==> src/rtl/clk_div_bank.sv <==
// rtl/clk_div_bank.sv - bank of run-time reloadable 50% clock dividers with rising-edge tick strobes
// Optional feature macro CLKDIV_SYNC_EN adds sync_in to phase-align every enabled channel.
module clk_div_bank #(
  parameter int NUM_CH    = 2,
  parameter int CNT_W     = 28,
  parameter int DEF_HALF0 = 200000000,
  parameter int DEF_HALF  = 10000,
  localparam int CH_W     = (NUM_CH > 1) ? $clog2(NUM_CH) : 1
) (
  input  logic              clk100MHz,
  input  logic              rst_n,
  input  logic [NUM_CH-1:0] en,
  input  logic              cfg_wr,
  input  logic [CH_W-1:0]   cfg_ch,
  input  logic [CNT_W-1:0]  cfg_half,
  output logic [NUM_CH-1:0] cfg_busy,
  output logic [NUM_CH-1:0] clk_out,
  output logic [NUM_CH-1:0] tick
`ifdef CLKDIV_SYNC_EN
  ,
  input  logic              sync_in
`endif
);

  localparam logic [CNT_W-1:0] ONE  = CNT_W'(1);
  localparam logic [CNT_W-1:0] DEF0 = CNT_W'(DEF_HALF0);
  localparam logic [CNT_W-1:0] DEFN = CNT_W'(DEF_HALF);

  logic [CNT_W-1:0]  cnt      [NUM_CH];
  logic [CNT_W-1:0]  half_act [NUM_CH];
  logic [CNT_W-1:0]  pend     [NUM_CH];
  logic [CNT_W-1:0]  h_eff    [NUM_CH];
  logic [NUM_CH-1:0] bnd;
  logic [NUM_CH-1:0] wr_hit;
  logic [NUM_CH-1:0] apply;
  logic [CNT_W-1:0]  half_norm;
  logic              sync_hit;

`ifdef CLKDIV_SYNC_EN
  assign sync_hit = sync_in;
`else
  assign sync_hit = 1'b0;
`endif

  // A zero half-period behaves as one (divide-by-2), both on write and on use.
  assign half_norm = (cfg_half == '0) ? ONE : cfg_half;

  always_comb begin
    bnd    = '0;
    wr_hit = '0;
    apply  = '0;
    for (int i = 0; i < NUM_CH; i++) begin
      h_eff[i]  = (half_act[i] == '0) ? ONE : half_act[i];
      bnd[i]    = en[i] && (cnt[i] == h_eff[i] - ONE);
      wr_hit[i] = cfg_wr && (int'(cfg_ch) == i);
      // Pending values land only where no half-phase is in progress.
      apply[i]  = cfg_busy[i] && (!en[i] || bnd[i] || sync_hit);
    end
  end

  always_ff @(posedge clk100MHz or negedge rst_n) begin
    if (!rst_n) begin
      cfg_busy <= '0;
      clk_out  <= '0;
      tick     <= '0;
      for (int i = 0; i < NUM_CH; i++) begin
        cnt[i]      <= '0;
        pend[i]     <= '0;
        half_act[i] <= (i == 0) ? DEF0 : DEFN;
      end
    end else begin
      for (int i = 0; i < NUM_CH; i++) begin
        if (!en[i] || sync_hit) begin
          cnt[i]     <= '0;
          clk_out[i] <= 1'b0;
          tick[i]    <= 1'b0;
        end else if (bnd[i]) begin
          cnt[i]     <= '0;
          clk_out[i] <= ~clk_out[i];
          tick[i]    <= ~clk_out[i];
        end else begin
          cnt[i]     <= cnt[i] + ONE;
          tick[i]    <= 1'b0;
        end
        if (apply[i]) begin
          half_act[i] <= pend[i];
          cfg_busy[i] <= 1'b0;
        end
        // A coincident write overrides the clear so it waits for the next boundary.
        if (wr_hit[i]) begin
          pend[i]     <= half_norm;
          cfg_busy[i] <= 1'b1;
        end
      end
    end
  end

endmodule

==> config.mk <==
export PLATFORM = sky130hd
export DESIGN_NAME = clk_div_bank
export DESIGN_NICKNAME = d
export VERILOG_FILES = /design/src/rtl/clk_div_bank.sv
export SDC_FILE = /design/constraint.sdc
export NUM_CORES = 1
export LEC_CHECK = 0
export CORE_UTILIZATION = 47
export CTS_BUF_LIST = sky130_fd_sc_hd__clkbuf_4 sky130_fd_sc_hd__clkbuf_8 sky130_fd_sc_hd__clkbuf_16
export DETAILED_ROUTE_END_ITERATION = 7
export HOLD_SLACK_MARGIN = 0.12
export REMOVE_ABC_BUFFERS = 1
export SYNTH_ARGS = -nofsm -noshare
export SYNTH_HDL_FRONTEND = slang
export SYNTH_SLANG_ARGS = --single-unit
==> constraint.sdc <==
create_clock -name clk100MHz -period 5.8 [get_ports clk100MHz]
set_clock_uncertainty 0.2 [all_clocks]
set_input_delay 1.16 -clock clk100MHz [delete_from_list [all_inputs] [get_ports clk100MHz]]
set_output_delay 1.16 -clock clk100MHz [all_outputs]
set_load 0.02 [all_outputs]
==> results of run 1 <==
[registers in the layout, indices dropped and copies added, names as in the netlist]
register,flops
cfg_busy,2
clk_out,2
cnt,56
half_act,56
pend,56
tick,2
[metal layers]
metal | track usage [%] | share of wire (%) | vias up
li1 | - | - | 3607
met1 | 37.6 | 52 | 3731
met2 | 33.5 | 43 | 170
met3 | 3.97 | 4.3 | 18
met4 | 5.83 | 0.99 | 0
met5 | 0 | 0 | -
[path summary, 6_finish.rpt]
| path | end | cells past startpoint | start | slack (ns) |
|---|---|---|---|---|
| setup / recovery | half_act[32]$_DFFE_PN0P_ | 14 | half_act[45]$_DFFE_PN1P_ | 0.79 |
| hold / removal | tick[1]$_DFF_PN0_ | 1 | clk_out[1]$_DFFE_PN0P_ | 0.28 |
| setup reg to reg | half_act[32]$_DFFE_PN0P_ | 14 | half_act[45]$_DFFE_PN1P_ | 0.79 |
| hold reg to reg | tick[1]$_DFF_PN0_ | 1 | clk_out[1]$_DFFE_PN0P_ | 0.28 |
| max in group asynchronous | half_act[31]$_DFFE_PN0P_ | 2 | rst_n | 3.62 |
| min in group asynchronous | cnt[0]$_DFF_PN0_ | 1 | rst_n | 0.63 |
[per-stage QoR]
step,instances,util [%],setup slack (ns),hold slack (ns)
6_report,1286,54.0,0.785,0.280
5_1_grt,1286,54.0,0.497,0.310
4_1_cts,1286,54.0,0.833,0.286
3_5_place_dp,1254,51.0,0.867,0.271
3_3_place_gp,1254,51.0,0.869,0.266
2_1_floorplan,934,-,1.03,0.246
[cell usage after synthesis (7+ instances only)]
cell type                  number  area share, %
sky130_fd_sc_hd__nor4_1        40            2.6
sky130_fd_sc_hd__nor2_1        94            3.6
sky130_fd_sc_hd__and2_1         7           0.45
sky130_fd_sc_hd__nand2b_1       7           0.45
sky130_fd_sc_hd__dfrtp_1      157             40
sky130_fd_sc_hd__xnor2_1       59            5.3
sky130_fd_sc_hd__or3_1         13           0.83
sky130_fd_sc_hd__clkbuf_1      47            1.8
sky130_fd_sc_hd__nor3_1        17           0.87
sky130_fd_sc_hd__buf_2          7           0.36
sky130_fd_sc_hd__dfstp_2       17            4.6
sky130_fd_sc_hd__nand2_1       92            3.5
sky130_fd_sc_hd__inv_1         14           0.54
sky130_fd_sc_hd__nor2b_1        7           0.45
sky130_fd_sc_hd__xor2_1        56            5.0
sky130_fd_sc_hd__mux2_2        68            7.8
sky130_fd_sc_hd__or4_1         12           0.92
sky130_fd_sc_hd__o211ai_1      62            4.8
sky130_fd_sc_hd__o21ai_0       16           0.82
sky130_fd_sc_hd__nor3b_1        8           0.61
sky130_fd_sc_hd__or2_2          7           0.45
sky130_fd_sc_hd__mux2_1        16            1.8
sky130_fd_sc_hd__a21oi_1       18           0.92
sky130_fd_sc_hd__and3_1        16            1.0
sky130_fd_sc_hd__o31ai_1       10           0.77
sky130_fd_sc_hd__nand4_1       17            1.1
sky130_fd_sc_hd__nand3_1       35            1.8
[layout make-up]
type / count / area, sq um / area share [%]
sequential: 174 / 4380 / 39.9
clock inverter: 13 / 158 / 1.44
clock buffer: 19 / 447 / 4.08
multi-input combinational: 746 / 5110 / 46.7
inverter: 14 / 52.6 / 0.480
tap: 270 / 338 / 3.08
timing repair buffer: 50 / 474 / 4.33
[kinds of logic (layout without fill, tap and decap cells)]
| kind of cell | count (synthesis) | after routing | share of synthesized area (%) |
|---|---|---|---|
| buffers and inverters | 72 | 96 | 3.08 |
| DFF | 174 | 174 | 44.7 |
| adders and majority gates | 4 | 4 | 0.512 |
| muxes | 90 | 90 | 10.3 |
| AOI/OAI and AO/OA | 139 | 139 | 10.2 |
| and+or+nand+nor | 398 | 398 | 21.0 |
| xor gates and xnor gates | 115 | 115 | 10.3 |
[layout by cell type (no fill, tap or decap), types with 8 or more instances in the layout]
cell type	Yosys	final
sky130_fd_sc_hd__nand2_1	92	92
sky130_fd_sc_hd__nand3_1	35	35
sky130_fd_sc_hd__o211ai_1	62	62
sky130_fd_sc_hd__dfstp_2	17	17
sky130_fd_sc_hd__xnor2_1	59	59
sky130_fd_sc_hd__o21ai_0	16	16
sky130_fd_sc_hd__nor3b_1	8	8
sky130_fd_sc_hd__and3_1	16	16
sky130_fd_sc_hd__dfrtp_1	157	157
sky130_fd_sc_hd__or3_1	13	13
sky130_fd_sc_hd__buf_4	0	11
sky130_fd_sc_hd__inv_1	14	14
sky130_fd_sc_hd__or4_1	12	12
sky130_fd_sc_hd__nand4_1	17	17
sky130_fd_sc_hd__clkbuf_16	0	17
sky130_fd_sc_hd__a21oi_1	18	18
sky130_fd_sc_hd__clkdlybuf4s50_1	0	38
sky130_fd_sc_hd__xor2_1	56	56
sky130_fd_sc_hd__mux2_1	16	16
sky130_fd_sc_hd__o31ai_1	10	10
sky130_fd_sc_hd__nor2_1	94	94
sky130_fd_sc_hd__mux2_2	68	68
sky130_fd_sc_hd__nor4_1	40	40
sky130_fd_sc_hd__nor3_1	17	17
[where the power goes]
part           internal, mW  switching [mW]
Combinational         0.335           0.360
Sequential             1.41           0.250
Clock                 0.663           0.515
Total                  2.40            1.12
==> results.md, run 1 <==
- The element type at the critical path end is a flop.
- The relative slew slack is between 20% and 30%.
- The die covers between 0.02 and 0.025 sq mm.
- Across the run, the number of max-cap violations was 0.
- The initial utilization of the core area, before any placement, comes to between 40% and 50%.
- For this run, the detailed router's first-pass iteration total came to 5.
- The run finished with clean final reports.
- The detail route stage leaves a number of antenna-violating nets equal to 0.
- The total DRC errors in the routed layout is 0.
- The via count of the first global-routing pass is approximately 7,100.
- In this run the deepest clock path goes through 2 buffers.
- The share of the Yosys chip area taken by registers is around 45%.
- The number of buffer and inverter stages on the critical path is 1.
- The post-layout instance area is ~0.011 sq mm.
- The tree is rooted in a sky130_fd_sc_hd__clkbuf_16.
- The number of max-slew violations in the final report is 0.
- Summing internal, switching and leakage power gives roughly 3.5 mW.
- For this run, the post-layout net count is about 1,000.
- In this run the vertical extent of the chip is 146 um.
- The clock-pin transition on the worst setup and hold timing paths is approximately 0.080 ns.
- The post-CTS repair timing setup buffer count is 0.
- Walking the worst path, the cells encountered are nor3_1 -> nand3_1 -> nor2_1 -> a21oi_1 -> ha_1 -> or3b_2 -> or4_1 -> a2111oi_1 -> o21ai_1 -> nor4_1 -> nand4b_1 -> o32ai_4 -> buf_4 -> mux2_2.
- 0 antenna diodes ended up in the layout.
- The required time at the worst-slack endpoint is approximately 5.9 ns.
- At the worst endpoint, the arrival time is between 5 and 6 ns.
- In this run the mean area of a mapped cell was 9.86 sq um.
- The top cell family by delay on the critical path is simple AND/OR/NAND/NOR gates.
- The core outline area is around 0.020 sq mm.
- The critical-path cell with the highest stage delay is sky130_fd_sc_hd__dfstp_2.
- The TritonCTS buffer count is 17.
- In the final routed layout, each cell accounts on average for about 19 um.
- In the global route stage, overall resource usage came out at 23.8%.
- The unique cell type count in the Yosys netlist is 61.
- Counting every sink on the clock net gives between 150 and 200.
- The ratio of cells with drive above 1 in the final layout is between 10% and 20%.
- The synthesized design contains 0 enable-type register cells.
- The achievable clock frequency is approximately 200 MHz.
- The class of the worst hold path is reg2reg.
- The flip-flop cell with the highest count after synthesis is sky130_fd_sc_hd__dfrtp_1.
- Dividing the final minimum period by the clock period gives between 80 and 90%.
- The number of hold violations in the final report is 0.
- The count of buffers from port buffering is 39.
- Entering global routing, the biggest net connects just under 100 pins.
- The via count is 7,526.
- The synthesized design contains approximately 170 register bits.
- Synthesis produced 992 cells.
- The quantity of hold-fixing buffers added after cts is 0.
- The initial antenna violation count came to 0.
- The placer's final routability congestion estimate is 0.929.
- The total detailed-routing wirelength is 24,300 um.
- The later pin in the worst-skew pair is clocked with a latency of ~0.43 ns.
- The static power due to leakage is 4.18 nW.
- At the pin with the least slew margin, the transition time is between 1 and 1.5 ns.
- Post-CTS repair changed the size of 0 cells.
- The remaining global-route overflow is 0.
- The biggest cell delay along the critical path is ~0.59 ns.
- The clock tree from TritonCTS is done.
- Setup repair after global routing left no endpoint under its margin.
- The setup violation total in the final timing report is 0.
- The synthesis-to-layout area growth is 12.0%.
- The die boundary width is between 100 and 150 um.
- The power per unit of standard cell area is approximately 320 mW/mm^2.
- In the final timing run, aggregate negative setup slack is 0 ns.
- The Yosys warning count is 0.
- Of all nets on the critical path, the largest fanout is 28.
- The floorplan has 52 rows.
- The first global-routing pass estimated roughly 40,000 um of wire.
- The worst setup path is launched from a flop.
- Detailed placement ended at an HPWL of 17,400 um.
- The critical path is of the reg2reg type.
- The first routing iteration left around 460 violations.
- The count of filler cells inserted in the layout is roughly 1,800.
- IR analysis of the VDD net gives a maximum drop of approximately 0.22 mV.
- The via-per-instance ratio is roughly 5.9.
- The number of I/O pins is 40.
- After layout, the minimum clock period comes to 5.01 ns.
- The depth of the CTS H-tree is 4.
- Counting flops with an async set or reset pin after synthesis yields a share of 100%.
- The area of the mapped netlist is just under 0.01 sq mm.
- The placed instance area is 0.0104 sq mm.
Note: power is estimated with default switching activity, not from simulation.
==> run 2, diff against run 1 <==
--- a/config.mk
+++ b/config.mk
@@ -5,6 +5,7 @@
 export SDC_FILE = /design/constraint.sdc
 export NUM_CORES = 1
 export LEC_CHECK = 0
+export CORE_MARGIN = 2
 export CORE_UTILIZATION = 47
 export CTS_BUF_LIST = sky130_fd_sc_hd__clkbuf_4 sky130_fd_sc_hd__clkbuf_8 sky130_fd_sc_hd__clkbuf_16
 export DETAILED_ROUTE_END_ITERATION = 7
==> results.md, run 2 (synthesis gave the netlist of run 1 again) <==
- The worst-path maximum fanout was 28 (unchanged).
- The via-per-instance ratio was 5.83 (-0.31%).
- The via count of the first global-routing pass is 7,222 (+2.0%).
- The cell sitting at the root of the clock tree is a sky130_fd_sc_hd__clkbuf_16.
- The full die area is 0.0220 sq mm (+2.8%).
- The count of filler cells inserted in the layout is 1,833 (-0.49%).
- The number of sinks driven by the clock tree is 174 (unchanged).
- The critical path goes through nor4_1 -> nand2_1 -> nor2_1 -> a21oi_1 -> ha_1 -> or3b_2 -> or4_1 -> a2111oi_1 -> o21ai_1 -> nor4_1 -> nand4b_1 -> o32ai_4 -> buf_4 -> mux2_2.
- The post-route worst hold slack is 0.274 ns (-0.00612 ns).
- The worst-case clock buffer depth is 2 (unchanged).
- The quantity of hold-fixing buffers added after cts came to 0 (unchanged).
- The clock tree from TritonCTS is done.
- The number of hold violations in the final report is 0 (unchanged).
- The total detailed-routing wirelength is 24,000 um (-0.88%).
- The relative slew slack is 23.6% (+0.92 points).
- The number of cells after detailed placement is 1,257 (+0.24%).
- The pin slew with the least headroom to its limit is 1.15 ns (-0.0138 ns).
- The remaining global-route overflow is 0 (unchanged).
- Leaving out fill and tap cells, the most frequent cells in the layout are sky130_fd_sc_hd__dfrtp_1, sky130_fd_sc_hd__nor2_1, sky130_fd_sc_hd__nand2_1.
- The static power due to leakage came to 4.18 nW (-0.15%).
- The most used routing layer in global routing is met1.
- The placer's final routability congestion estimate was 0.903 (-2.8%).
- The total power draw is 3.50 mW (-0.74%).
- The met2 usage in global routing was 32.3% (-1.1 points).
- Leaving out fill and tap cells, the most frequent cell in the layout is sky130_fd_sc_hd__dfrtp_1.
- The number of diodes was 0 (unchanged).
- The setup violation total in the final timing report is 0 (unchanged).
- The core outline area was 0.0204 sq mm (+0.32%).
- The number of iterations in the first detailed-routing pass came to 5 (unchanged).
- The worst setup path category is reg2reg.
- For this design, the slowest cell found on the critical path is sky130_fd_sc_hd__dfstp_2.
- The met3 routing resource usage after global routing is 4.23% (+0.26 points).
- The number of nets in the layout was 1,044 (+0.29%).
- The via count came to 7,520 (-0.080%).
- The count of non-filler cells in the finished layout is 1,289 (+0.23%).
- The highest ir drop seen on vdd is 0.204 mV (-5.1%).
- The count of buffers from port buffering is 39 (unchanged).
- The time the worst path needs with I/O delays and setup was 5.07 ns (+0.0553 ns).
- The final total negative setup slack is 0 ns (unchanged).
- The share of the clock period used by the worst path after layout is 87.4% (+0.95 points).
- The pin count of the biggest net entering global routing was 99 (unchanged).
- The worst setup path is captured at a flop.
- The synthesis-to-layout area growth is 12.0% (about the same).
- The register area is 0.00438 sq mm (unchanged).
- The clock-pin transition on the worst setup and hold timing paths is 0.07 ns (about the same).
- The footprint of the multi-input gates is 0.00511 sq mm (unchanged).
- The height of the die is 148 um (+1.4%).
- The TritonCTS buffer count is 17 (unchanged).
- The initial standard-cell utilization of the core came to 48.0% (-0.15 points).
- The power per unit of standard cell area is 320 mW/mm^2 (-0.80%).
- The later-pin clock latency in the skew report is 0.43 ns (about the same).
- The number of routed nets with antenna violations was 0 (unchanged).
- The count of routing violations after the opening detailed-route iteration is 595 (+30%).
- The worst hold path belongs to the class reg2reg.
- The most repeated library cell on the critical path is sky130_fd_sc_hd__nor4_1.
- The first-pass GRT wire length is 39,600 um (-1.4%).
- The number of I/O pins is 40 (unchanged).
- The depth of the CTS H-tree was 4 (unchanged).
- The global-route usage over all layers is 22.7% (-1.1 points).
- The met1 demand-to-capacity share in global routing is 35.7% (-1.9 points).
- The post-CTS resize count is 0 (unchanged).
- The total DRC errors in the routed layout is 0 (unchanged).
- The required time at the worst-slack endpoint is 5.92 ns (about the same).
- The post-CTS repair timing setup buffer count was 0 (unchanged).
- The die boundary width is 148 um (+1.4%).
- The ratio of cells with drive above 1 in the final layout is 14.4% (+0.25 points).
- The number of max-cap violations is 0 (unchanged).
- The average detailed-routed wire length per instance is 18.7 um (-1.1%).
- The post-DP HPWL is 17,200 um (-0.88%).
- The placement row count was 52 (unchanged).
- The largest registers in the layout are cnt: 56 flops, half_act: 56 flops, pend: 56 flops.
- The number of max-slew violations in the final report was 0 (unchanged).
- The achievable clock frequency came to 197 MHz (-1.1%).
- The endpoint arrival time on the critical path is 5.19 ns (+0.07 ns).
- Setup repair after global routing left no endpoint under its margin.
- The initial antenna violation count is 0 (unchanged).
- The biggest cell delay along the critical path is 0.60 ns (about the same).
- The flow ran to the end, and the final reports show no timing, DRC or antenna violations.
- The kind of launch point of the worst setup path is a flop.
==> run 2: cell types whose count changed in the layout (fill, tap and decap cells not counted), sizes merged <==
cell      before  now
buf           12   15
bufinv         2    1
clkbuf        19   18
clkinv         7    1
clkinvlp       0    4
inv           18   22
==> run 2: layout make-up <==
type	instances	share of cell area (%)
Timing Repair Buffer	53	4.53
Inverter	14	0.479
Tap cell	270	3.08
Multi-Input combinational cell	746	46.6
Clock buffer	18	4.01
Clock inverter	14	1.36
Sequential cell	174	39.9
==> run 2: worst paths after layout <==
| check | start | end | slack [ns] | cells past startpoint |
|---|---|---|---|---|
| max | half_act[49]$_DFFE_PN1P_ | half_act[32]$_DFFE_PN0P_ | 0.73 | 14 |
| min | clk_out[1]$_DFFE_PN0P_ | tick[1]$_DFF_PN0_ | 0.27 | 1 |
| max reg2reg | half_act[49]$_DFFE_PN1P_ | half_act[32]$_DFFE_PN0P_ | 0.73 | 14 |
| min reg2reg | clk_out[1]$_DFFE_PN0P_ | tick[1]$_DFF_PN0_ | 0.27 | 1 |
| max in group asynchronous | rst_n | half_act[25]$_DFFE_PN0P_ | 3.75 | 2 |
| min in group asynchronous | rst_n | cnt[4]$_DFF_PN0_ | 0.59 | 1 |
==> run 2: power breakdown <==
group	internal, mW	leakage, nW	total [mW]	switching [mW]
registers	1.41	2.14	1.65	0.245
logic	0.337	1.76	0.704	0.367
clock network	0.621	0.278	1.15	0.527
==> run 2: metrics by stage <==
step	utilization, %	instance area (sq um)	setup WS [ns]
final	53.8	11000	0.730
after global placement	50.9	10400	0.873
after detailed placement	50.9	10400	0.804
after CTS	53.8	11000	0.776
after floorplan	-	9540	1.03
after global routing	53.8	11000	0.484
==> run 2: per-layer routing <==
metal  vias up  share of wire, %
met5         -                 0
met4         0               1.1
met3        22               5.1
met2       216                42
met1      3674                52
li1       3608                 -
==> run 2: critical path: cells and delay by family, from the launching register on <==
family	cells	cell delay [ns]
adders and majority gates	1	0.25
DFF	1	0.60
buffers and inverters	1	0.39
and+or+nand+nor	7	1.99
AOI/OAI and AO/OA	4	1.15
muxes	1	0.38
==> run 3, diff against run 2 <==
--- a/config.mk
+++ b/config.mk
@@ -11,6 +11,7 @@
 export DETAILED_ROUTE_END_ITERATION = 7
 export HOLD_SLACK_MARGIN = 0.12
 export REMOVE_ABC_BUFFERS = 1
+export SETUP_SLACK_MARGIN = 0.1
 export SYNTH_ARGS = -nofsm -noshare
 export SYNTH_HDL_FRONTEND = slang
 export SYNTH_SLANG_ARGS = --single-unit
==> constraint.sdc (replaced) <==
create_clock -name clk100MHz -period 5.8 [get_ports clk100MHz]
set_clock_uncertainty 0.2 [all_clocks]
set_input_delay 1.45 -clock clk100MHz [delete_from_list [all_inputs] [get_ports clk100MHz]]
set_output_delay 1.45 -clock clk100MHz [all_outputs]
set_load 0.02 [all_outputs]
==> results.md, run 3 (synthesis gave the netlist of run 1 again) <==
- The run finished with clean final reports.
- The signal on the critical path passes through nor4_1 -> nand2_1 -> nor2_1 -> a21oi_1 -> ha_1 -> or3b_2 -> or4_1 -> a2111oi_1 -> o21ai_1 -> nor4_1 -> nand4b_1 -> o32ai_4 -> buf_4 -> mux2_2.
- The time the worst path needs with I/O delays and setup is 4.93 ns (-0.144 ns).
- The later-pin clock latency in the skew report is 0.43 ns (about the same).
- Leaving out fill and tap cells, the most frequent cell in the layout is sky130_fd_sc_hd__dfrtp_1.
- The final cell utilization of the core was 53.8% (-0.074 points).
- The critical path ends at half_act[34]$_DFFE_PN0P_.
- The required time at the worst-slack endpoint is 5.92 ns (about the same).
- The depth of the worst register-to-register path came to 14 (unchanged).
- The cell sitting at the root of the clock tree is a sky130_fd_sc_hd__clkbuf_16.
- The worst-path maximum fanout was 28 (unchanged).
- The highest ir drop seen on vdd is 0.207 mV (+1.4%).
- The pin slew with the least headroom to its limit was 1.18 ns (+0.0304 ns).
- The total detailed-routing wirelength is 24,100 um (+0.13%).
- The count of buffers from port buffering is 39 (unchanged).
- The average detailed-routed wire length per instance came to 18.7 um (+0.28%).
- The initial antenna violation count is 0 (unchanged).
- The total power draw is 3.48 mW (-0.52%).
- The worst flop-to-flop path endpoint is half_act[34]$_DFFE_PN0P_.
- The launch point of the critical path is half_act[49]$_DFFE_PN1P_.
- The depth of the CTS H-tree came to 4 (unchanged).
- The largest registers in the layout are cnt: 56 flops, half_act: 56 flops, pend: 56 flops.
- TritonCTS built the clock tree.
- The power per unit of standard cell area is 318 mW/mm^2 (-0.38%).
- The quantity of hold-fixing buffers added after cts is 0 (unchanged).
- The static power due to leakage is 4.17 nW (-0.25%).
- The number of I/O pins is 40 (unchanged).
- The number of iterations in the first detailed-routing pass is 5 (unchanged).
- The class of the worst hold path is reg2reg.
- The worst setup path is launched from a flop.
- The placer's final routability congestion estimate is 0.949 (+5.1%).
- The achievable clock frequency is 203 MHz (+2.9%).
- The count of routing violations after the opening detailed-route iteration came to 558 (-6.2%).
- The post-CTS repair timing setup buffer count is 0 (unchanged).
- The core outline area was 0.0204 sq mm (unchanged).
- The critical path depth in cells is 14 (unchanged).
- The number of diodes came to 0 (unchanged).
- The full die area is 0.0220 sq mm (unchanged).
- The remaining global-route overflow is 0 (unchanged).
- The startpoint identified for the worst hold timing path is pend[28]$_DFFE_PN0P_.
- The number of routed nets with antenna violations is 0 (unchanged).
- The synthesis-to-layout area growth is 11.9%.
- The number of hold violations in the final report was 0 (unchanged).
- The clock-pin transition on the worst setup and hold timing paths is 0.07 ns (about the same).
- The number of max-slew violations in the final report is 0 (unchanged).
- The first-pass GRT wire length is 40,200 um (+1.7%).
- The worst setup path is captured at a flop.
- The via count is 7,482 (-0.51%).
- The library cells used most frequently in the layout, excluding fill and tap cells, are sky130_fd_sc_hd__dfrtp_1, sky130_fd_sc_hd__nor2_1, sky130_fd_sc_hd__nand2_1.
- The endpoint arrival time on the critical path was 5.04 ns (-0.15 ns).
- The via count of the first global-routing pass is 7,206 (-0.22%).
- The initial standard-cell utilization of the core is 48.0% (unchanged).
- The post-DP HPWL is 17,200 um (-0.36%).
- The register-to-register setup slack was 0.87 ns (+0.14 ns).
- The number of max-cap violations was 0 (unchanged).
- The number of sinks driven by the clock tree was 174 (unchanged).
- The worst-case clock buffer depth is 2 (unchanged).
- The pin count of the biggest net entering global routing is 110 (+11%).
- The biggest cell delay along the critical path was 0.60 ns (about the same).
- The post-CTS resize count is 0 (unchanged).
- The largest individual stage delay along the critical path comes from the cell sky130_fd_sc_hd__dfstp_2.
- The number of buffer and inverter stages on the critical path is 1 (unchanged).
- Setup repair after global routing left no endpoint under its margin.
- The placement row count came to 52 (unchanged).
- The top cell family by delay on the critical path is simple AND/OR/NAND/NOR gates.
- The number of nets in the layout was 1,042 (-0.19%).
- The TritonCTS buffer count came to 17 (unchanged).
- In this run the critical register-to-register path is launched from half_act[49]$_DFFE_PN1P_.
- The relative slew slack was 21.5% (-2.0 points).
- The height of the die was 148 um (unchanged).
- The setup violation total in the final timing report is 0 (unchanged).
- The via-per-instance ratio is 5.81 (-0.35%).
- The die boundary width came to 148 um (unchanged).
- In this design, the critical path's most frequently occurring cell is sky130_fd_sc_hd__nor4_1.
- The global-route usage over all layers is 23.1% (+0.40 points).
- The ratio of cells with drive above 1 in the final layout is 14.3% (-0.17 points).
- The worst setup path category is reg2reg.
- The final total negative setup slack is 0 ns (unchanged).
- The total DRC errors in the routed layout is 0 (unchanged).
- The share of the clock period used by the worst path after layout is 84.9% (-2.5 points).
## run 3: cell types whose count changed in the layout (fill, tap and decap cells not counted), sizes merged
cell	delta
clkinv	+2
inv	-3
buf	-2
clkbuf	+1
## run 3: metal layers
layer | track usage [%] | wire, um | vias to the layer above
li1 | - | - | 3608
met1 | 36.8 | 12500 | 3665
met2 | 32.0 | 9990 | 196
met3 | 4.63 | 1360 | 13
met4 | 5.62 | 168 | 0
met5 | 0 | 0 | -
## run 3: through the flow
| stage | hold slack (ns) | instance area [sq um] | setup slack (ns) | instances |
|---|---|---|---|---|
| floorplan | 0.246 | 9540 | 1.03 | 934 |
| global placement | 0.269 | 10400 | 0.904 | 1255 |
| detailed placement | 0.271 | 10400 | 0.905 | 1255 |
| CTS | 0.286 | 10900 | 0.869 | 1287 |
| global route | 0.314 | 10900 | 0.520 | 1287 |
| finish | 0.279 | 10900 | 0.874 | 1287 |
## run 3: worst min path at each step
stage | endpoint | slack (ns) | depth (start not counted)
global placement | pend[0]$_DFFE_PN0P_ | 0.27 | 2
detailed placement | pend[28]$_DFFE_PN0P_ | 0.27 | 2
CTS | pend[28]$_DFFE_PN0P_ | 0.29 | 2
finish | pend[28]$_DFFE_PN0P_ | 0.28 | 2
global route | tick[0]$_DFF_PN0_ | 0.31 | 1
floorplan | pend[28]$_DFFE_PN0P_ | 0.25 | 2
## run 3: report_power, final
group	internal [mW]	total, mW	leakage, nW	switching [mW]
registers	1.41	1.65	2.14	0.244
logic	0.338	0.705	1.75	0.368
clock network	0.616	1.13	0.272	0.513
total	2.36	3.48	4.17	1.12
## run 3: layout make-up
type	count	area, sq um
clock buffer	19	447
clock inverter	13	129
fill	1846	9420
inverter	14	52.6
multi-input combinational	746	5110
sequential	174	4380
tap	270	338
timing repair buffer	51	494
## run 3: worst reg2reg max path, delay by kind of cell, from the launching register on
| family | cells | cell delay [ns] |
|---|---|---|
| adder cells (fa/ha/maj) | 1 | 0.25 |
| AO/OA/AOI/OAI | 4 | 1.04 |
| flip-flops | 1 | 0.60 |
| AND/OR/NAND/NOR | 7 | 1.94 |
| buffers and inverters | 1 | 0.38 |
| multiplexers | 1 | 0.40 |
